[src/rtl/inst_fetch_unit.sv]
// Instruction fetch stage: PC, pipelined ibus requests, in-order prefetch FIFO.
// Optional perf counters enabled by IF_FETCH_PERF_EN.
module inst_fetch_unit #(
    parameter logic [31:0] RESET_ADDR = 32'h0000_0000,
    parameter int          FIFO_DEPTH = 2,
    parameter logic [31:0] INST_NOP   = 32'h0000_0013
) (
    input  logic        clk,
    input  logic        rst_sync,
    input  logic        stall_n,
    input  logic        hold_flag,
    input  logic        jump_flag,
    input  logic [31:0] jump_addr,
    output logic        ibus_req,
    output logic [31:0] ibus_addr,
    input  logic        ibus_gnt,
    input  logic        ibus_rvalid,
    input  logic [31:0] ibus_rdata,
    input  logic        ibus_err,
    output logic [31:0] instruction_addr_if,
    output logic [31:0] instruction_if,
    output logic        exception_if,
    output logic        inst_valid_if
`ifdef IF_FETCH_PERF_EN
    ,
    output logic [31:0] perf_fetch_cnt,
    output logic [31:0] perf_starve_cnt
`endif
);

    localparam int PW = $clog2(FIFO_DEPTH);
    localparam int CW = PW + 1;
    localparam logic [CW:0] DEPTH_V = (CW+1)'(FIFO_DEPTH);

    typedef enum logic [1:0] {
        S_BOOT,
        S_RUN,
        S_HALT
    } state_t;

    state_t state, state_nx;

    logic [31:0] pc;
    logic [31:0] resp_pc;
    logic [31:0] last_addr;
    logic [CW-1:0] outstanding, out_nx;
    logic [CW-1:0] discard;
    logic [CW-1:0] count;
    logic [PW-1:0] head, tail;
    logic [CW:0] occupancy;

    logic [31:0] fifo_addr [FIFO_DEPTH];
    logic [31:0] fifo_data [FIFO_DEPTH];
    logic        fifo_err  [FIFO_DEPTH];

    logic empty, misalign, grant, drop, keep, pop;

    assign empty     = (count == '0);
    assign misalign  = jump_flag && (jump_addr[1:0] != 2'b00);
    assign grant     = ibus_req && ibus_gnt;
    assign drop      = ibus_rvalid && (discard != '0);
    assign keep      = ibus_rvalid && (discard == '0) && !jump_flag;
    assign pop       = stall_n && !hold_flag && !empty && !jump_flag;
    assign occupancy = {1'b0, count} + {1'b0, outstanding};
    assign out_nx    = outstanding + CW'(grant) - CW'(ibus_rvalid);

    // Occupancy never grows while a request waits, so req stays stable.
    assign ibus_req  = (state == S_RUN) && (occupancy < DEPTH_V);
    assign ibus_addr = pc;

    always_ff @(posedge clk) begin
        if (rst_sync) state <= S_BOOT;
        else          state <= state_nx;
    end

    always_comb begin
        state_nx = state;
        unique case (state)
            S_BOOT: state_nx = S_RUN;
            S_RUN:  if (keep && ibus_err) state_nx = S_HALT;
            S_HALT: state_nx = S_HALT;
            default: state_nx = S_BOOT;
        endcase
        if (jump_flag) state_nx = misalign ? S_HALT : S_RUN;
    end

    always_ff @(posedge clk) begin
        if (rst_sync) begin
            pc          <= RESET_ADDR;
            resp_pc     <= RESET_ADDR;
            last_addr   <= RESET_ADDR;
            outstanding <= '0;
            discard     <= '0;
            count       <= '0;
            head        <= '0;
            tail        <= '0;
        end else begin
            outstanding <= out_nx;
            if (grant) pc <= pc + 32'd4;
            if (!empty) last_addr <= fifo_addr[head];
            if (jump_flag) begin
                // Everything still in flight after this edge belongs to the old path.
                pc      <= jump_addr;
                resp_pc <= jump_addr;
                discard <= out_nx;
                head    <= '0;
                if (misalign) begin
                    fifo_addr[0] <= jump_addr;
                    fifo_data[0] <= INST_NOP;
                    fifo_err[0]  <= 1'b1;
                    tail         <= PW'(1);
                    count        <= CW'(1);
                end else begin
                    tail  <= '0;
                    count <= '0;
                end
            end else begin
                if (drop) discard <= discard - CW'(1);
                if (keep) begin
                    fifo_addr[tail] <= resp_pc;
                    fifo_data[tail] <= ibus_rdata;
                    fifo_err[tail]  <= ibus_err;
                    tail            <= tail + PW'(1);
                    resp_pc         <= resp_pc + 32'd4;
                end
                if (pop) head <= head + PW'(1);
                count <= count + CW'(keep) - CW'(pop);
            end
        end
    end

    always_comb begin
        inst_valid_if       = !empty;
        exception_if        = 1'b0;
        instruction_if      = INST_NOP;
        instruction_addr_if = last_addr;
        if (!empty) begin
            instruction_addr_if = fifo_addr[head];
            exception_if        = fifo_err[head];
            if (!fifo_err[head]) instruction_if = fifo_data[head];
        end
    end

`ifdef IF_FETCH_PERF_EN
    always_ff @(posedge clk) begin
        if (rst_sync) begin
            perf_fetch_cnt  <= '0;
            perf_starve_cnt <= '0;
        end else begin
            if (grant) perf_fetch_cnt <= perf_fetch_cnt + 32'd1;
            if (stall_n && empty && (state != S_HALT))
                perf_starve_cnt <= perf_starve_cnt + 32'd1;
        end
    end
`endif

endmodule

[config.mk]
export PLATFORM = sky130hd
export DESIGN_NAME = inst_fetch_unit
export DESIGN_NICKNAME = d
export VERILOG_FILES = /design/src/rtl/inst_fetch_unit.sv
export SDC_FILE = /design/constraint.sdc
export NUM_CORES = 1
export LEC_CHECK = 0
export CAP_MARGIN = 20
export CORE_MARGIN = 1
export CORE_UTILIZATION = 54
export CTS_BUF_LIST = sky130_fd_sc_hd__clkbuf_4 sky130_fd_sc_hd__clkbuf_8 sky130_fd_sc_hd__clkbuf_16
export CTS_CLUSTER_SIZE = 12
export DETAILED_ROUTE_END_ITERATION = 12
export PLACE_DENSITY = 0.9
export SKIP_LAST_GASP = 1
export SYNTH_ARGS = -nofsm -noshare
export SYNTH_HDL_FRONTEND = slang
export SYNTH_SLANG_ARGS = --single-unit
[constraint.sdc]
create_clock -name clk -period 5.95 [get_ports clk]
set_input_delay 0.8925 -clock clk [delete_from_list [all_inputs] [get_ports clk]]
set_output_delay 0.8925 -clock clk [all_outputs]
set_load 0.05 [all_outputs]
==> impl_metrics.tcl <==
set metrics [dict create \
    worstPathRequired_ns 5.06 \
    gp_congestion 0.916 \
    cts_resized 0 \
    die-area_mm2 0.0205 \
    worst_slack_ns 1.68 \
    antenna_found_initial 0 \
    whs_endpoint "resp_pc[0]$_SDFFE_PP0P_" \
    min_path_cells 2 \
    cts.reportedPaths.clkPinSlew_ns 0.06 \
    netlist_area_mm2 0.0108 \
    io_buffers 170 \
    reg2reg_slack_ns 2.71 \
    grt_pass1_wl_um 40700 \
    cts_sinks 237 \
    cp-start-kind "flip-flop" \
    max-vdd-ir-drop_mv 0.176 \
    min_period_over_period_pct 71.8 \
    ys_types 55 \
    final_common_cell "clkdlybuf4s50_1" \
    p_leak_nw 4.60 \
    row_count 51 \
    worst_slew_pin_slew_ns 1.09 \
    outcome "complete, no violations" \
    post-cts-setup-buffers 0 \
    fin_skew_ns 0.0117 \
    min_path_type "flip-flop to flip-flop" \
    ys_seq_area_share_pct 56.1 \
    cts_buffers 24 \
    detail_route.wl_per_cell_um 18.2 \
    rsz0062_at_grt "false" \
    cts.path.max_buffers 3 \
    chipWidth_um 143 \
    via_count 8430 \
    ctsHoldBuffers 0 \
    nets 1248 \
    p_per_area_mw_per_mm2 300 \
    num_antenna_cells 0 \
    max-slew-margin-rel_pct 27.4 \
    path_max_fanout 67 \
    syn_nets 1109 \
    period_needed_ns 4.27 \
    fin_tns_setup_ns 0 \
    synth.avg_cell_area_um2 10.5 \
    grt_pass1_vias 7893 \
    grt_max_degree 68 \
    initial_utilization_pct 55.2 \
    critPathKind "flip-flop to output pin" \
    worstReg2RegEnd "ibus_addr[21]$_SDFFE_PP0P_" \
    coreArea_mm2 0.0195 \
    drtIter0Drc 834 \
    critPathTopFamily "buffers and inverters" \
    crit_chain "nor2_4 > buf_4 > inv_1 > nand2_1 > nor2_1 > clkdlybuf4s50_1" \
    min_from "resp_pc[0]$_SDFFE_PP0P_" \
    maxCapViolCount 0 \
    arrival_ns 3.38 \
    cts_tree "built" \
    fmax_mhz 234 \
    cts-htree-levels 1 \
    place_ws_ns 2.25 \
    clock_latency_ns 0.51 \
    final_antenna_net_count 0 \
    drive_above_1_share_pct 5.75 \
    drc 0 \
    die_h_um 143 \
    areaGrowthSynthToFinish_pct 24.8 \
    synthFlopType "edfxtp_1" \
    rr_worst_depth 7 \
    ys_warn_count 0 \
    ys_ff_latch 237 \
    crit_buf_inv 3 \
    cts-root-buf "clkbuf_16" \
    dr.pass1.iters 5 \
    dpl.hpwl_um 17700 \
    crit_start "count[1]$_SDFF_PP0_" \
    slew_viol_final 0 \
    r2r_start "count[0]$_SDFF_PP0_" \
    syn_inst 1027 \
    drt_wl_total_um 26400 \
    layout_common_cells "clkdlybuf4s50_1 (169), nand2_1 (164), edfxtp_1 (130)" \
    end_kind "output pin" \
    hold_viol_final 0 \
    viasPerCell 5.82 \
    cpMaxStageDelayCell "nand2_1" \
    async_reset_ff_share_pct 0 \
    synth_edf_count 130 \
    worstSetupPathDepth 6 \
    setup_viol 0 \
    io_pins 171 \
    slowest_delay_ns 0.74 \
    grt_usage_pct 25.5 \
    gr-total-overflow 0 \
]
## worst min-delay path: cells and delay by family, from the launching register on
kind	cells	cell delay (ns)
AND/OR/NAND/NOR	1	0.05
AO/OA/AOI/OAI	1	0.05
flip-flops	1	0.31
## layer usage
metal	GRT usage [%]	part of all wire [%]
met2	43.1	48
met4	7.56	2.3
met1	33.4	41
met5	0	0
met3	4.76	8.6
## worst max-delay path by stage
stage / to / slack (ns)
3_5_place_dp: instruction_if[2] / 2.25
6_report: instruction_if[2] / 1.68
5_1_grt: instruction_if[27] / 1.45
3_3_place_gp: fifo_data[1][5]$_DFFE_PP_ / 2.40
4_1_cts: instruction_if[2] / 1.67
2_1_floorplan: fifo_addr[0][0]$_DFFE_PP_ / 0.70
## sequential cells by signal, summed over array words and instances (netlist names), 2 cells and up, named ones only
register / flops
discard: 2
fifo_addr: 64
outstanding: 2
ibus_addr: 32
last_addr: 32
fifo_data: 64
fifo_err: 2
resp_pc: 32
state: 2
count: 2
## through the flow
step / power, W / cells / util [%] / cell area, um2 / hold WS, ns
floorplan: 0.00233 / 1027 / - / 10800 / 0.437
global placement: 0.00254 / 1405 / 64.8 / 12700 / 0.443
detailed placement: 0.00256 / 1405 / 64.8 / 12700 / 0.451
CTS: 0.00403 / 1448 / 68.8 / 13400 / 0.459
global route: 0.00415 / 1448 / 68.8 / 13400 / 0.484
finish: 0.00402 / 1448 / 68.8 / 13400 / 0.461
## cell type report
cell class | instances | area [um2]
Sequential cell | 237 | 6050
Fill cell | 1411 | 6090
Tap cell | 265 | 332
Inverter | 17 | 63.8
Clock buffer | 40 | 744
Timing Repair Buffer | 180 | 1770
Multi-Input combinational cell | 706 | 4440
Clock inverter | 3 | 40.0
## logic make-up (layout without fill, tap and decap cells)
group | count (synthesis) | in the layout | share of synthesized area (%)
compound gates | 175 | 175 | 11.1
xor+xnor | 27 | 27 | 2.20
fa+ha+maj | 10 | 10 | 1.23
buf+inv | 84 | 240 | 3.02
flops | 237 | 237 | 56.1
mux | 67 | 67 | 6.24
simple gates | 427 | 427 | 20.1
## cell usage after synthesis (18+ instances only)
| library cell | n | area [um2] |
|---|---|---|
| a21boi_0 | 18 | 135 |
| and2_1 | 69 | 432 |
| clkbuf_1 | 56 | 210 |
| dfxtp_1 | 107 | 2140 |
| edfxtp_1 | 130 | 3900 |
| mux2i_1 | 66 | 661 |
| nand2_1 | 164 | 616 |
| nand3_1 | 29 | 145 |
| nand4_1 | 25 | 156 |
| nor2_1 | 50 | 188 |
| nor4_1 | 21 | 131 |
| o21a_1 | 22 | 165 |
| o21ai_0 | 54 | 270 |
| o31a_1 | 27 | 236 |
## power by group
part / switching [W] / internal (W) / leakage (nW)
sequential: 0.0000674 / 0.00183 / 2.06
clock: 0.000588 / 0.000895 / 0.402
combinational: 0.000407 / 0.000234 / 2.14
Note: power is estimated with default switching activity, not from simulation.
